--- src/rtl/piso_serializer.sv ---
// piso_serializer: parallel-in serial-out shifter with a one-word holding buffer for gapless streaming
module piso_serializer #(
  parameter int DATA_W    = 8,
  parameter bit LSB_FIRST = 1'b1
) (
  input  logic              clk,
  input  logic              reset,
  input  logic              par_valid_i,
  input  logic [DATA_W-1:0] par_data_i,
  output logic              par_ready_o,
  input  logic              ser_ready_i,
  output logic              serial_o,
  output logic              valid_o,
  output logic              first_o,
  output logic              last_o,
  output logic              empty_o
);
  localparam int CW = $clog2(DATA_W);
  localparam logic [CW-1:0] LAST = CW'(DATA_W - 1);
  logic [DATA_W-1:0] sr_q, sr_d, hb_q, hb_d, sr_shift;
  logic [CW-1:0]     cnt_q, cnt_d;
  logic              busy_q, busy_d, hb_full_q, hb_full_d;
  logic              accept, consume, done;
  assign par_ready_o = !hb_full_q && !reset;
  assign accept      = par_valid_i && par_ready_o;
  assign consume     = busy_q && ser_ready_i;
  assign done        = consume && cnt_q == LAST;
  assign sr_shift    = LSB_FIRST ? {1'b0, sr_q[DATA_W-1:1]} : {sr_q[DATA_W-2:0], 1'b0};
  assign valid_o     = busy_q;
  assign serial_o    = busy_q && (LSB_FIRST ? sr_q[0] : sr_q[DATA_W-1]);
  assign first_o     = busy_q && cnt_q == '0;
  assign last_o      = busy_q && cnt_q == LAST;
  assign empty_o     = !busy_q && !hb_full_q;
  // Next state: idle loads straight into SR; the last bit hands over to HB or a same-cycle word; otherwise shift and buffer
  always_comb begin
    sr_d      = sr_q;
    hb_d      = hb_q;
    cnt_d     = cnt_q;
    busy_d    = busy_q;
    hb_full_d = hb_full_q;
    if (!busy_q) begin
      if (accept) begin
        sr_d   = par_data_i;
        cnt_d  = '0;
        busy_d = 1'b1;
      end
    end else if (done) begin
      cnt_d = '0;
      if (hb_full_q) begin
        sr_d      = hb_q;
        hb_full_d = 1'b0;
      end else if (accept) begin
        sr_d = par_data_i;
      end else begin
        sr_d   = sr_shift;
        busy_d = 1'b0;
      end
    end else begin
      if (consume) begin
        sr_d  = sr_shift;
        cnt_d = cnt_q + 1'b1;
      end
      if (accept) begin
        hb_d      = par_data_i;
        hb_full_d = 1'b1;
      end
    end
  end
  // State registers; reset discards any partial word immediately
  always_ff @(posedge clk or posedge reset) begin
    if (reset) begin
      sr_q      <= '0;
      hb_q      <= '0;
      cnt_q     <= '0;
      busy_q    <= 1'b0;
      hb_full_q <= 1'b0;
    end else begin
      sr_q      <= sr_d;
      hb_q      <= hb_d;
      cnt_q     <= cnt_d;
      busy_q    <= busy_d;
      hb_full_q <= hb_full_d;
    end
  end
endmodule

--- config.mk ---
export PLATFORM = sky130hd
export DESIGN_NAME = piso_serializer
export DESIGN_NICKNAME = d
export VERILOG_FILES = /design/src/rtl/piso_serializer.sv
export SDC_FILE = /design/constraint.sdc
export NUM_CORES = 1
export LEC_CHECK = 0
export CAP_MARGIN = 15
export CORE_MARGIN = 2
export CORE_UTILIZATION = 47
export CTS_CLUSTER_DIAMETER = 50
export DETAILED_ROUTE_END_ITERATION = 7
export PLACE_DENSITY = 0.82
export SETUP_SLACK_MARGIN = 0.4
export SLEW_MARGIN = 15
export SYNTH_ARGS = -nofsm -noshare
export SYNTH_HDL_FRONTEND = slang
export SYNTH_SLANG_ARGS = --single-unit
--- constraint.sdc ---
create_clock -name clk -period 1.6 [get_ports clk]
set_input_delay 0.32 -clock clk [delete_from_list [all_inputs] [get_ports clk]]
set_output_delay 0.32 -clock clk [all_outputs]
set_load 0.02 [all_outputs]
=== Word level (Yosys, flattened, before mapping) ===
Index checks and enable logic that the tools add are counted.

* Word-level logic and storage cells: 42
* ROM bits: 0
* Bits in writable memories: 0
* Bits in latches: 0
* Flip-flop bits (word level): 21
* Memories kept: 0

* Equal/unequal tests: 2
* Multipliers: 0
* Mux-type cells: 16
* Bitwise operators: 1
* $add $sub $neg: 1
* Divide/modulo/power cells: 0
* Magnitude comparators: 0
* Reduce and logical (&&, ||, !) cells: 17
* Shifts and indexed selects: 0

{| class="wikitable"
|+ Operators with widths
! kind !! count
|-
| $mux 8 || 6
|-
| $mux 3 || 4
|-
| $logic_and 1x1->1 || 8
|-
| $mux 1 || 6
|-
| $reduce_and 2->1 || 2
|-
| $reduce_bool 2->1 || 2
|-
| $add 3x1->3 const B || 1
|-
| $eq 3x3->1 const B || 1
|-
| $logic_not 1->1 || 3
|-
| $logic_not 3->1 || 1
|-
| $ne 3x1->1 const B || 1
|-
| $reduce_and 3->1 || 1
|-
| $not 1->1 || 1
|}

=== Logic depth before layout (Yosys ltp) ===
* Depth after elaboration: 7
* Gate-level depth with buffers: 7
* Mapped depth without buffers: 6

=== Least setup slack after synthesis ===
Ideal clock, no wire load.

* Path type: reg-to-reg
* Start point: register cnt_q[0]
* End point: register sr_q[3]
* Buffers on the path: 1
* Stages on the path, launching flop included: 8
* Library setup time: 121 ps
* Period minus slack after synthesis: 1,667 ps
* Slack: -67 ps
* Arrival time: 1,546 ps
* Data required time: 1,479 ps
* Cell sequence: dfrtp_1 -> ha_1 -> ha_1 -> nand3_1 -> or2_1 -> clkbuf_1 -> o221ai_1 -> a22o_1

* Cells in the longest elaborated chain, start to end: 4
* Elaborated cells between the ends (all ways): 6

{| class="wikitable"
|+ Ends and longest elaborated chain
! what !! line !! text
|-
| from (decl) || 21 || <nowiki>logic [CW-1:0] cnt_q, cnt_d;</nowiki>
|-
| from (signal assigned) || 80 || <nowiki>cnt_q <= cnt_d;</nowiki>
|-
| $eq 3x3->1 * || 27 || <nowiki>assign done = consume && cnt_q == LAST;</nowiki>
|-
| $logic_and 1x1->1 * || 27 ||
|-
| $ne 3x1->1 (no line) / $mux 8 (equally long branches) || n/a ||
|-
| $reduce_and 2->1 (no line) / $mux 8 (equally long branches) || n/a ||
|-
| to (signal assigned) || 78 || <nowiki>sr_q <= sr_d;</nowiki>
|-
| to (decl) || 20 || <nowiki>logic [DATA_W-1:0] sr_q, sr_d, hb_q, hb_d, sr_shift;</nowiki>
|}

Mark *: on every way between the ends. The rest lies on a longest branch, timed or not.
A chain may end at the register's enable or synchronous reset.

=== Worst setup path in the final report ===
* Start point: register cnt_q[0]
* End point: output port last_o

* Cells in the longest elaborated chain, start to end: 2

{| class="wikitable"
|+ Ends and longest elaborated chain
! what !! line !! text
|-
| $eq 3x3->1 || 32 || <nowiki>assign last_o = busy_q && cnt_q == LAST;</nowiki>
|-
| $logic_and 1x1->1 || 32 ||
|-
| to (decl) || 15 || <nowiki>output logic last_o,</nowiki>
|}

Every way passes these cells.

==> flow_metrics.py <==
metrics = {
    "outcome": {
        "outcome": "finished with violations",
        "violations": "negative setup slack",
    },
    "setup_path": {
        "cp_cell_sequence": "ha_2 -> ha_4 -> and2_4 -> buf_6",
        "reg2reg_from": "cnt_q[0]$_DFFE_PP0P_",
        "r2r-end": "sr_q[5]$_DFFE_PP0P_",
        "worst-path-buf-inv": 1,
        "cpPeakStageDelay_ns": 0.43,
        "worstSetupPathType": "flip-flop to output port",
        "worst_ep_arrival_time_ns": 1.36,
        "start_kind": "flip-flop",
        "cp_max_fo": 3,
        "crit_slowest_cell": "dfrtp_1",
        "cp_top_family": "flip-flops",
        "reg2regPathDepth": 8,
        "end_kind": "output port",
        "r2r_setup_slack_ns": -0.08,
        "required_ns": 1.28,
    },
    "floorplanning": {
        "start_util_pct": 49.24,
        "die_area_um2": 2993,
        "rows": 18,
        "fp.dieW_um": 54.71,
        "core-area_um2": 2455,
        "io_pins": 18,
        "die_h_um": 54.71,
    },
    "sta": {
        "finalClockSkew_ns": 0.009448,
        "fin_crit_sh_pct": 105.2,
        "min_period_ns": 1.683,
        "finalHoldViolCount": 0,
        "grt_setup_unrepaired": "yes",
        "setup_viol": 8,
        "fmaxAchievable_mhz": 594.3,
        "tightest_slew_ns": 0.3522,
        "slew_violations": 0,
        "fin_hold_ws_ns": 0.3141,
        "worst_slack_ns": -0.08258,
        "max_slew_margin_pct": 76.44,
    },
    "clock_tree": {
        "cts_max_path_buffers": 2,
        "cts_tree": "yes",
        "clkTransAtPathRegs_ns": 0.12,
        "cts_hold_buf": 0,
        "clk_latency_ns": 0.31,
        "cts_root_buffer": "clkbuf_4",
        "cts_max_level": 1,
        "clock-sinks": 21,
        "numCtsBuffers": 3,
    },
    "drt": {
        "drcViolationCount": 0,
        "vias_per_cell": 6.159,
        "vias": 1164,
        "firstDrtPassIters": 4,
        "wire_per_inst_um": 18.15,
        "finalWirelength_um": 3430,
        "drt_iter0_drc": 33,
        "antenna_left": 0,
    },
    "layout": {
        "design_area_um2": 1859,
        "fin_cells": 189,
        "fillers": 149,
        "drive_gt1_share_pct": 49.06,
        "nNetsFinal": 175,
        "diodes": 0,
        "syn_to_final_growth_pct": 53.83,
    },
    "global_route": {
        "grt_pass1_vias": 1092,
        "grt_overflow_total": 0,
        "grt_pass1_wl_um": 5161,
        "grt_usage_pct": 25.09,
        "grt_max_degree": 22,
        "antenna_found_initial": 0,
    },
    "synth": {
        "synth_async_sr_flop_share_pct": 100.0,
        "synth-main-ff-cell": "dfrtp_1",
        "syn-num-nets": 136,
        "synth_cell_types": 25,
        "synth_most_common_cell": "dfrtp_1",
        "synth_area_leader_cell": "dfrtp_1",
        "ys_seq_area_share_pct": 43.48,
        "synth_edf_count": 0,
        "syn-instance-count": 121,
        "synth_top_area_share_pct": 43.48,
        "yosys_warnings": 0,
        "synth-seq-cells": 21,
        "syn_avg_cell_area_um2": 9.989,
        "syn-cell-area_um2": 1209,
        "synth_area_leaders": "dfrtp_1 (43%), mux2_2 (8.4%), nand2_1 (6.2%)",
        "synth_common_cells": "dfrtp_1 (21), nand2_1 (20), nor2_1 (11)",
    },
    "placed_design": {
        "hpwl_um": 2026,
        "postPlaceCellArea_um2": 1534,
        "place_congestion": 0.8266,
        "place_inst": 176,
        "place_ws_ns": -0.3379,
        "io_buffers": 17,
    },
    "power": {
        "p_leak_nw": 0.8214,
        "vdd_drop_max_uv": 1203,
        "powerDensity_nw_per_um2": 1745,
    },
    "run": {
        "cap_violations": 0,
    },
    "min_path": {
        "worstHoldPathType": "input port to async pin",
    },
}
[worst max-delay path by stage]
| stage | slack [ns] | from | end | cells past startpoint |
|---|---|---|---|---|
| CTS | -0.08 | cnt_q[0]$_DFFE_PP0P_ | last_o | 4 |
| finish | -0.08 | cnt_q[0]$_DFFE_PP0P_ | last_o | 4 |
| global placement | -0.30 | reset | par_ready_o | 3 |
| global route | -0.15 | cnt_q[0]$_DFFE_PP0P_ | sr_q[5]$_DFFE_PP0P_ | 8 |
| detailed placement | -0.34 | reset | par_ready_o | 3 |
| floorplan | 0.06 | valid_o$_DFF_PP0_ | sr_q[0]$_DFFE_PP0P_ | 5 |
[layout by cell type (no fill, tap or decap), drive strengths merged]
cell type      count
buf               29
dfrtp             21
nand2             20
nor2              11
clkdlybuf4s50     10
a21oi             10
mux2               9
mux2i              7
a22o               7
o221ai             7
and2               4
clkbuf             4
nand3              4
inv                3
ha                 3
o21ai              2
nor4b              1
or2                1
nand2b             1
and3b              1
a21o               1
a32o               1
nor4bb             1
dlygate4sd2        1
[layer usage]
layer / vias up / part of all wire (%) / track usage (%)
met5: - / 0 / 0
met4: 0 / 3.6 / 10.00
met3: 18 / 5.6 / 5.738
met2: 50 / 50 / 40.87
met1: 575 / 40 / 31.90
li1: 521 / - / -
[report_power, final]
group          internal [mW]  leakage (nW)  total (mW)  switching, mW
Clock                 0.0973        0.0150       0.257          0.159
Combinational           1.06         0.555        1.94          0.877
Sequential             0.796         0.251        1.05          0.254
Total                   1.95         0.821        3.24           1.29
[logic make-up (layout without fill, tap and decap cells)]
kind of cell,count (synthesis),after routing,synth area share [%]
fa+ha+maj,3,3,3.106
buf+inv,10,47,4.450
compound gates,28,28,16.87
simple gates,43,44,17.91
flops,21,21,43.48
mux,16,16,14.18
[stage by stage]
stage,setup TNS (ns),total power [mW],util (%)
detailed placement,-5.554,2.365,62.49
finish,-0.4415,3.245,75.74
global placement,-4.614,2.292,62.49
global route,-1.214,3.454,75.74
floorplan,0,1.923,-
CTS,-0.4543,2.960,70.44
[worst min-delay path, cell delays in order]
cell and delay, ns:
dlygate4sd2_1 0.32, inv_1 0.10, buf_4 0.28
[timing repair]
item / CTS / global route
endpoints found under the setup margin: 27 / 27
setup buffers: 6 / 1
gates resized for setup: 61 / 25
gates cloned: 2 / 0
pin swaps: 15 / 11
[sequential cells by signal (all words and copies together), names as in the netlist]
| name | cells |
|---|---|
| hb_q | 8 |
| sr_q | 8 |
| cnt_q | 3 |
| hb_full_q | 1 |
| valid_o | 1 |
[cell type report]
class | instances | area, um^2 | share of cell area, %
well taps | 30 | 37.54 | 2.019
clock buffers | 4 | 26.28 | 1.413
inverters | 3 | 11.26 | 0.6057
flip-flops and latches | 21 | 528.0 | 28.40
repair buffers | 40 | 409.1 | 22.01
multi-input cells | 91 | 847.1 | 45.56
No activity file was read; power rests on OpenSTA's default activity.
